### config.mk
export PLATFORM = sky130hd
export DESIGN_NAME = dmem_arbiter_flat
export DESIGN_NICKNAME = d
export VERILOG_FILES = /design/src/rtl/dmem_arbiter_if.sv /design/src/rtl/dmem_arbiter.sv /design/src/flat_wrapper.sv
export SDC_FILE = /design/constraint.sdc
export NUM_CORES = 1
export LEC_CHECK = 0
export BUFFER_PORTS_ARGS = -buffer_cell sky130_fd_sc_hd__buf_2
export CORE_AREA = 2 2 84 86
export DETAILED_ROUTE_END_ITERATION = 8
export DIE_AREA = 0 0 86 88
export PLACE_DENSITY = 0.68
export SLEW_MARGIN = 20
export SYNTH_ARGS = -nofsm -noshare
export SYNTH_HDL_FRONTEND = slang
export SYNTH_SLANG_ARGS = --single-unit
### constraint.sdc
create_clock -name clk -period 1.5 [get_ports clk]
set_clock_uncertainty 0.15 [all_clocks]
set_input_delay 0.15 -clock clk [delete_from_list [all_inputs] [get_ports clk]]
set_output_delay 0.15 -clock clk [all_outputs]
set_load 0.01 [all_outputs]
### src/rtl/dmem_arbiter_if.sv
// ============================================================================
//  Module   : dmem_arbiter_if
//  Purpose  : Bundles the two requester ports and the data-memory port of the
//             dmem_arbiter so they travel as one connection.
//  Ports    : req/we/lock/addr/wdata per requester (0 = core LSU, 1 = debug/DMA),
//             gnt/rvalid/rdata back to each requester, and the single-port
//             memory strobe/address/data plus mem_read_data from memory.
//  Modports : slave  - arbiter view
//             master - requester/memory view (testbench or surrounding logic)
//  Revision : 1.0 - initial release
// ============================================================================
`default_nettype none

interface dmem_arbiter_if #(
  parameter int AW = 5
);
  logic          req0;
  logic          req1;
  logic          we0;
  logic          we1;
  logic          lock0;
  logic          lock1;
  logic [AW-1:0] addr0;
  logic [AW-1:0] addr1;
  logic [31:0]   wdata0;
  logic [31:0]   wdata1;
  logic          gnt0;
  logic          gnt1;
  logic          rvalid0;
  logic          rvalid1;
  logic [31:0]   rdata0;
  logic [31:0]   rdata1;
  logic          mem_wr_rd_en;
  logic [AW-1:0] mem_addr;
  logic [31:0]   mem_write_data;
  logic [31:0]   mem_read_data;

  modport slave (
    input  req0, req1, we0, we1, lock0, lock1,
    input  addr0, addr1, wdata0, wdata1,
    output gnt0, gnt1, rvalid0, rvalid1, rdata0, rdata1,
    output mem_wr_rd_en, mem_addr, mem_write_data,
    input  mem_read_data
  );

  modport master (
    output req0, req1, we0, we1, lock0, lock1,
    output addr0, addr1, wdata0, wdata1,
    input  gnt0, gnt1, rvalid0, rvalid1, rdata0, rdata1,
    input  mem_wr_rd_en, mem_addr, mem_write_data,
    output mem_read_data
  );
endinterface

`default_nettype wire

### src/rtl/dmem_arbiter.sv
// ============================================================================
//  Module   : dmem_arbiter
//  Purpose  : Two-port arbiter in front of a single-port data memory. One
//             access per cycle, round-robin on contention, optional lock for
//             read-modify-write sequences, 1-deep read-return tracking.
//  Ports    : clk  - clock, all state on rising edge
//             rst  - synchronous, active-low reset
//             bus  - dmem_arbiter_if.slave (requesters + memory port)
//  Revision : 1.0 - initial release
// ============================================================================
`default_nettype none

module dmem_arbiter #(
  parameter int AW = 5
) (
  input  logic           clk,
  input  logic           rst,
  dmem_arbiter_if.slave  bus
);

  typedef enum logic [1:0] {
    ST_IDLE = 2'd0,
    ST_OWN0 = 2'd1,
    ST_OWN1 = 2'd2
  } state_t;

  state_t        r_state;
  state_t        w_state_nxt;
  logic          r_rr;        // 0: port 0 wins next tie, 1: port 1 wins
  logic          r_tag_vld;   // a read was granted last cycle
  logic          r_tag_port;  // which port that read belongs to
  logic          w_gnt0;
  logic          w_gnt1;
  logic [AW-1:0] w_mem_addr;
  logic [31:0]   w_mem_wdata;
  logic          w_mem_we;
  logic          w_rvalid0;
  logic          w_rvalid1;

  // Grant and next-state decision. Everything is held off while rst is low so
  // the outputs are quiet during reset regardless of requests.
  always_comb begin
    w_gnt0      = 1'b0;
    w_gnt1      = 1'b0;
    w_state_nxt = r_state;
    if (rst) begin
      case (r_state)
        ST_IDLE: begin
          if (bus.req0 && bus.req1) begin
            if (r_rr) w_gnt1 = 1'b1;
            else      w_gnt0 = 1'b1;
          end else begin
            w_gnt0 = bus.req0;
            w_gnt1 = bus.req1;
          end
          if (w_gnt0 && bus.lock0)      w_state_nxt = ST_OWN0;
          else if (w_gnt1 && bus.lock1) w_state_nxt = ST_OWN1;
        end
        ST_OWN0: begin
          // The other port is locked out for as long as the owner keeps lock.
          w_gnt0 = bus.req0;
          if (!bus.req0 || !bus.lock0) w_state_nxt = ST_IDLE;
        end
        ST_OWN1: begin
          w_gnt1 = bus.req1;
          if (!bus.req1 || !bus.lock1) w_state_nxt = ST_IDLE;
        end
        default: w_state_nxt = ST_IDLE;
      endcase
    end
  end

  // Memory port mux; idle cycles present a zero-address dummy read, which the
  // tag below never turns into an rvalid.
  always_comb begin
    w_mem_we    = 1'b0;
    w_mem_addr  = '0;
    w_mem_wdata = 32'd0;
    if (w_gnt0) begin
      w_mem_we    = bus.we0;
      w_mem_addr  = bus.addr0;
      w_mem_wdata = bus.wdata0;
    end else if (w_gnt1) begin
      w_mem_we    = bus.we1;
      w_mem_addr  = bus.addr1;
      w_mem_wdata = bus.wdata1;
    end
  end

  always_ff @(posedge clk) begin
    if (!rst) begin
      r_state    <= ST_IDLE;
      r_rr       <= 1'b0;
      r_tag_vld  <= 1'b0;
      r_tag_port <= 1'b0;
    end else begin
      r_state <= w_state_nxt;
      if (w_gnt0)      r_rr <= 1'b1;
      else if (w_gnt1) r_rr <= 1'b0;
      r_tag_vld  <= (w_gnt0 && !bus.we0) || (w_gnt1 && !bus.we1);
      r_tag_port <= w_gnt1;
    end
  end

  // rst gating hides a tag captured just before reset was asserted.
  assign w_rvalid0 = rst && r_tag_vld && !r_tag_port;
  assign w_rvalid1 = rst && r_tag_vld &&  r_tag_port;

  assign bus.gnt0           = w_gnt0;
  assign bus.gnt1           = w_gnt1;
  assign bus.mem_wr_rd_en   = w_mem_we;
  assign bus.mem_addr       = w_mem_addr;
  assign bus.mem_write_data = w_mem_wdata;
  assign bus.rvalid0        = w_rvalid0;
  assign bus.rvalid1        = w_rvalid1;
  assign bus.rdata0         = w_rvalid0 ? bus.mem_read_data : 32'd0;
  assign bus.rdata1         = w_rvalid1 ? bus.mem_read_data : 32'd0;

endmodule

`default_nettype wire

### src/flat_wrapper.sv
// flat-port wrapper written by rule: the top's interface ports become plain ports
module dmem_arbiter_flat 
#(
  parameter int AW = 5
)
  (clk, rst, bus_req0, bus_req1, bus_we0, bus_we1, bus_lock0, bus_lock1, bus_addr0, bus_addr1, bus_wdata0, bus_wdata1, bus_gnt0, bus_gnt1, bus_rvalid0, bus_rvalid1, bus_rdata0, bus_rdata1, bus_mem_wr_rd_en, bus_mem_addr, bus_mem_write_data, bus_mem_read_data);
  dmem_arbiter_if #(.AW(AW)) bus_i ();
  input  logic clk;
  input  logic rst;
  input wire logic [$bits(bus_i.req0)-1:0] bus_req0;
  input wire logic [$bits(bus_i.req1)-1:0] bus_req1;
  input wire logic [$bits(bus_i.we0)-1:0] bus_we0;
  input wire logic [$bits(bus_i.we1)-1:0] bus_we1;
  input wire logic [$bits(bus_i.lock0)-1:0] bus_lock0;
  input wire logic [$bits(bus_i.lock1)-1:0] bus_lock1;
  input wire logic [$bits(bus_i.addr0)-1:0] bus_addr0;
  input wire logic [$bits(bus_i.addr1)-1:0] bus_addr1;
  input wire logic [$bits(bus_i.wdata0)-1:0] bus_wdata0;
  input wire logic [$bits(bus_i.wdata1)-1:0] bus_wdata1;
  output wire logic [$bits(bus_i.gnt0)-1:0] bus_gnt0;
  output wire logic [$bits(bus_i.gnt1)-1:0] bus_gnt1;
  output wire logic [$bits(bus_i.rvalid0)-1:0] bus_rvalid0;
  output wire logic [$bits(bus_i.rvalid1)-1:0] bus_rvalid1;
  output wire logic [$bits(bus_i.rdata0)-1:0] bus_rdata0;
  output wire logic [$bits(bus_i.rdata1)-1:0] bus_rdata1;
  output wire logic [$bits(bus_i.mem_wr_rd_en)-1:0] bus_mem_wr_rd_en;
  output wire logic [$bits(bus_i.mem_addr)-1:0] bus_mem_addr;
  output wire logic [$bits(bus_i.mem_write_data)-1:0] bus_mem_write_data;
  input wire logic [$bits(bus_i.mem_read_data)-1:0] bus_mem_read_data;
  assign bus_i.req0 = bus_req0;
  assign bus_i.req1 = bus_req1;
  assign bus_i.we0 = bus_we0;
  assign bus_i.we1 = bus_we1;
  assign bus_i.lock0 = bus_lock0;
  assign bus_i.lock1 = bus_lock1;
  assign bus_i.addr0 = bus_addr0;
  assign bus_i.addr1 = bus_addr1;
  assign bus_i.wdata0 = bus_wdata0;
  assign bus_i.wdata1 = bus_wdata1;
  assign bus_gnt0 = bus_i.gnt0;
  assign bus_gnt1 = bus_i.gnt1;
  assign bus_rvalid0 = bus_i.rvalid0;
  assign bus_rvalid1 = bus_i.rvalid1;
  assign bus_rdata0 = bus_i.rdata0;
  assign bus_rdata1 = bus_i.rdata1;
  assign bus_mem_wr_rd_en = bus_i.mem_wr_rd_en;
  assign bus_mem_addr = bus_i.mem_addr;
  assign bus_mem_write_data = bus_i.mem_write_data;
  assign bus_i.mem_read_data = bus_mem_read_data;
  dmem_arbiter #(.AW(AW)) u_core (.clk(clk), .rst(rst), .bus(bus_i));
endmodule
==> results.sh <==
export IMPL_outcome="complete, but fails checks"
export IMPL_violations="setup timing"
export IMPL_powerDensity_nw_per_um2=380
export IMPL_clkLatencyLatePin_ps=220
export IMPL_critPathKind="reg -> out"
export IMPL_wire_per_inst_um=13.8
export IMPL_worst_slack_ps=-286
export IMPL_ys_seq_area_share_pct=9.33
export IMPL_required_ps=1200
export IMPL_io_pins=220
export IMPL_clockRootBuffer="clkbuf_8"
export IMPL_worst_pin_slew_ps=152
export IMPL_antenna_found_initial=0
export IMPL_drive_above_1_share_pct=69.7
export IMPL_syn_area_sq_um=1070
export IMPL_drc=0
export IMPL_grt_pass1_wl_mm=7.61
export IMPL_design_area_sq_um=2610
export IMPL_synth_nets=251
export IMPL_gp_congestion=0.695
export IMPL_die_area_sq_um=7570
export IMPL_min_period_ps=1790
export IMPL_initial_core_util_pct=16.1
export IMPL_worstPathArrival_ps=1490
export IMPL_antennaDiodeCount=0
export IMPL_multi_input_area_sq_um=868
export IMPL_crit_path_end_kind="output pin"
export IMPL_crit_path_start_kind="flop"
export IMPL_drv_cap=0
export IMPL_grt_max_degree=43
export IMPL_ant_nets=0
export IMPL_path_clk_slew_ps=40
export IMPL_p_leak_nw=1.63
export IMPL_synth_seq_cells=5
export IMPL_via_per_inst=4.31
export IMPL_rows=30
export IMPL_grt_overflow=0
export IMPL_yosysUniqueCellTypes=16
export IMPL_drtIter0Drc=48
export IMPL_register_area_sq_um=104
export IMPL_hold_viol_final=0
export IMPL_slew_violations=0
export IMPL_totalWireLength_mm=6.13
export IMPL_critPathMaxFanout=10
export IMPL_vias=1924
export IMPL_cts_sinks=5
export IMPL_fill_cells=690
export IMPL_synthesis_area_per_instance_sq_um=7.83
export IMPL_final_nets=481
export IMPL_io_buffers=219
export IMPL_dr_pass1_iters=4
export IMPL_fin_hold_ws_ps=78.6
export IMPL_cts_tree="done"
export IMPL_clock_path_buffers=2
export IMPL_track_usage_pct=12.3
export IMPL_reg2reg_depth=4
export IMPL_fp_dieH_um=88
export IMPL_post_place_ws_ps=-32.2
export IMPL_yosysWarningCount=0
export IMPL_hold_path_cell_count=3
export IMPL_dp_final_hpwl_mm=4.35
export IMPL_ctsHtreeMaxLevel=1
export IMPL_slew_headroom_pct=89.8
export IMPL_dpl_cell_area_sq_um=2260
export IMPL_netlist_instances=137
export IMPL_fin_crit_sh_pct=119
export IMPL_hp_class="in -> reg"
export IMPL_tns_ps=-10160
export IMPL_setup_viol=42
export IMPL_core_area_sq_um=6640
export IMPL_area_delta_synth_final_pct=143
export IMPL_vdd_drop_max_mv=0.307
export IMPL_fin_util_pct=39.3
export IMPL_die_w_um=86
export IMPL_grt_pass1_vias=1639
export IMPL_timing_fmax_ghz=0.560
export IMPL_rsz0062_at_grt="true"
export IMPL_cts_inserted_buffers=3
cell usage after synthesis:
cell type,n,area [sq um]
dfxtp_1,5,100
o21bai_1,1,7.51
a22o_1,39,342
o311a_4,1,21.3
and3_1,1,6.26
nand2_1,2,7.51
and2b_2,1,8.76
inv_1,3,11.3
clkbuf_1,4,15.0
buf_6,8,90.1
a21oi_4,1,16.3
nand3b_1,1,7.51
nor2_2,1,6.26
and2_1,66,413
buf_2,2,10.0
o311a_1,1,10.0
cells by family (layout without fill, tap and decap cells):
kind of cell / after synthesis / count (layout) / synth area share, %
buf+inv: 17 / 246 / 11.8
flops: 5 / 5 / 9.34
compound gates: 43 / 43 / 37.0
simple gates: 72 / 72 / 41.9
area by class of cell:
type                    instances  share of cell area [%]
clock buffers                   4                    1.73
inverters                       3                   0.431
multi-input cells             115                    33.3
flip-flops and latches          5                    3.98
well taps                      80                    3.84
repair buffers                239                    56.8
stage by stage:
stage | std cells | total power, W
floorplan | 137 | 0.000386
global placement | 430 | 0.000654
detailed placement | 430 | 0.000660
CTS | 439 | 0.000932
global route | 446 | 0.00105
finish | 446 | 0.000993
final timing paths:
| path | from | end | slack (ps) |
|---|---|---|---|
| max | u_core.r_state[1]$_SDFFE_PN0P_ | bus_mem_write_data[8] | -290 |
| min | bus_we1 | u_core.r_tag_vld$_SDFF_PN0_ | 80 |
| min reg2reg | u_core.r_state[1]$_SDFFE_PN0P_ | u_core.r_tag_port$_SDFF_PN0_ | 380 |
| max reg2reg | u_core.r_rr$_SDFFE_PN0P_ | u_core.r_tag_vld$_SDFF_PN0_ | 90 |
cell usage in the layout, fill, tap and decap left out:
master and n:
buf_2 210, and2_1 59, a22o_1 39, buf_6 12, and2_4 7, buf_12 5, buf_4 4, inv_1 3
clkbuf_8 3, clkbuf_16 3, dfxtp_2 3, nand2_1 2, buf_16 2, dlygate4sd3_1 2, dfxtp_1 2, and2b_2 1
nand3b_1 1, a21oi_4 1, nor2_2 1, and3_4 1, o311a_4 1, o311a_1 1, o21bai_1 1, clkbuf_1 1
buf_8 1
per-layer routing:
| metal | wire (um) | global-route usage (%) | vias to the layer above |
|---|---|---|---|
| met4 | 45 | 1.88 | 0 |
| met2 | 3210 | 24.9 | 139 |
| met5 | 0 | 0 | - |
| met3 | 566 | 1.60 | 4 |
| met1 | 2310 | 13.8 | 839 |
| li1 | - | - | 942 |
state kept, by name, summed over array words and instances (netlist names):
signal,cells
u_core.r_state,2
u_core.r_rr,1
u_core.r_tag_vld,1
u_core.r_tag_port,1
power breakdown:
group          leakage, nW  total (W)  internal, W  switching, W
Sequential          0.0423   0.000148     0.000143    0.00000470
Clock               0.0228   0.000253     0.000183     0.0000705
Combinational         1.56   0.000592     0.000334      0.000258
repair_timing:
item                                    CTS  global route
endpoints found under the setup margin   48           104
pin swaps                                 1            31
gates cloned                              2             6
gates resized for setup                   8            17
setup buffers                             1             6
endpoints found under the hold margin     2             0
hold buffers                              2             0
critical path, stage by stage (launching register included):
cell and delay, ps:
dfxtp_2 320, nand3b_1 210, a21oi_4 160, buf_12 160
buf_8 150, a22o_1 140, buf_2 120
No activity file was read; power rests on OpenSTA's default activity.
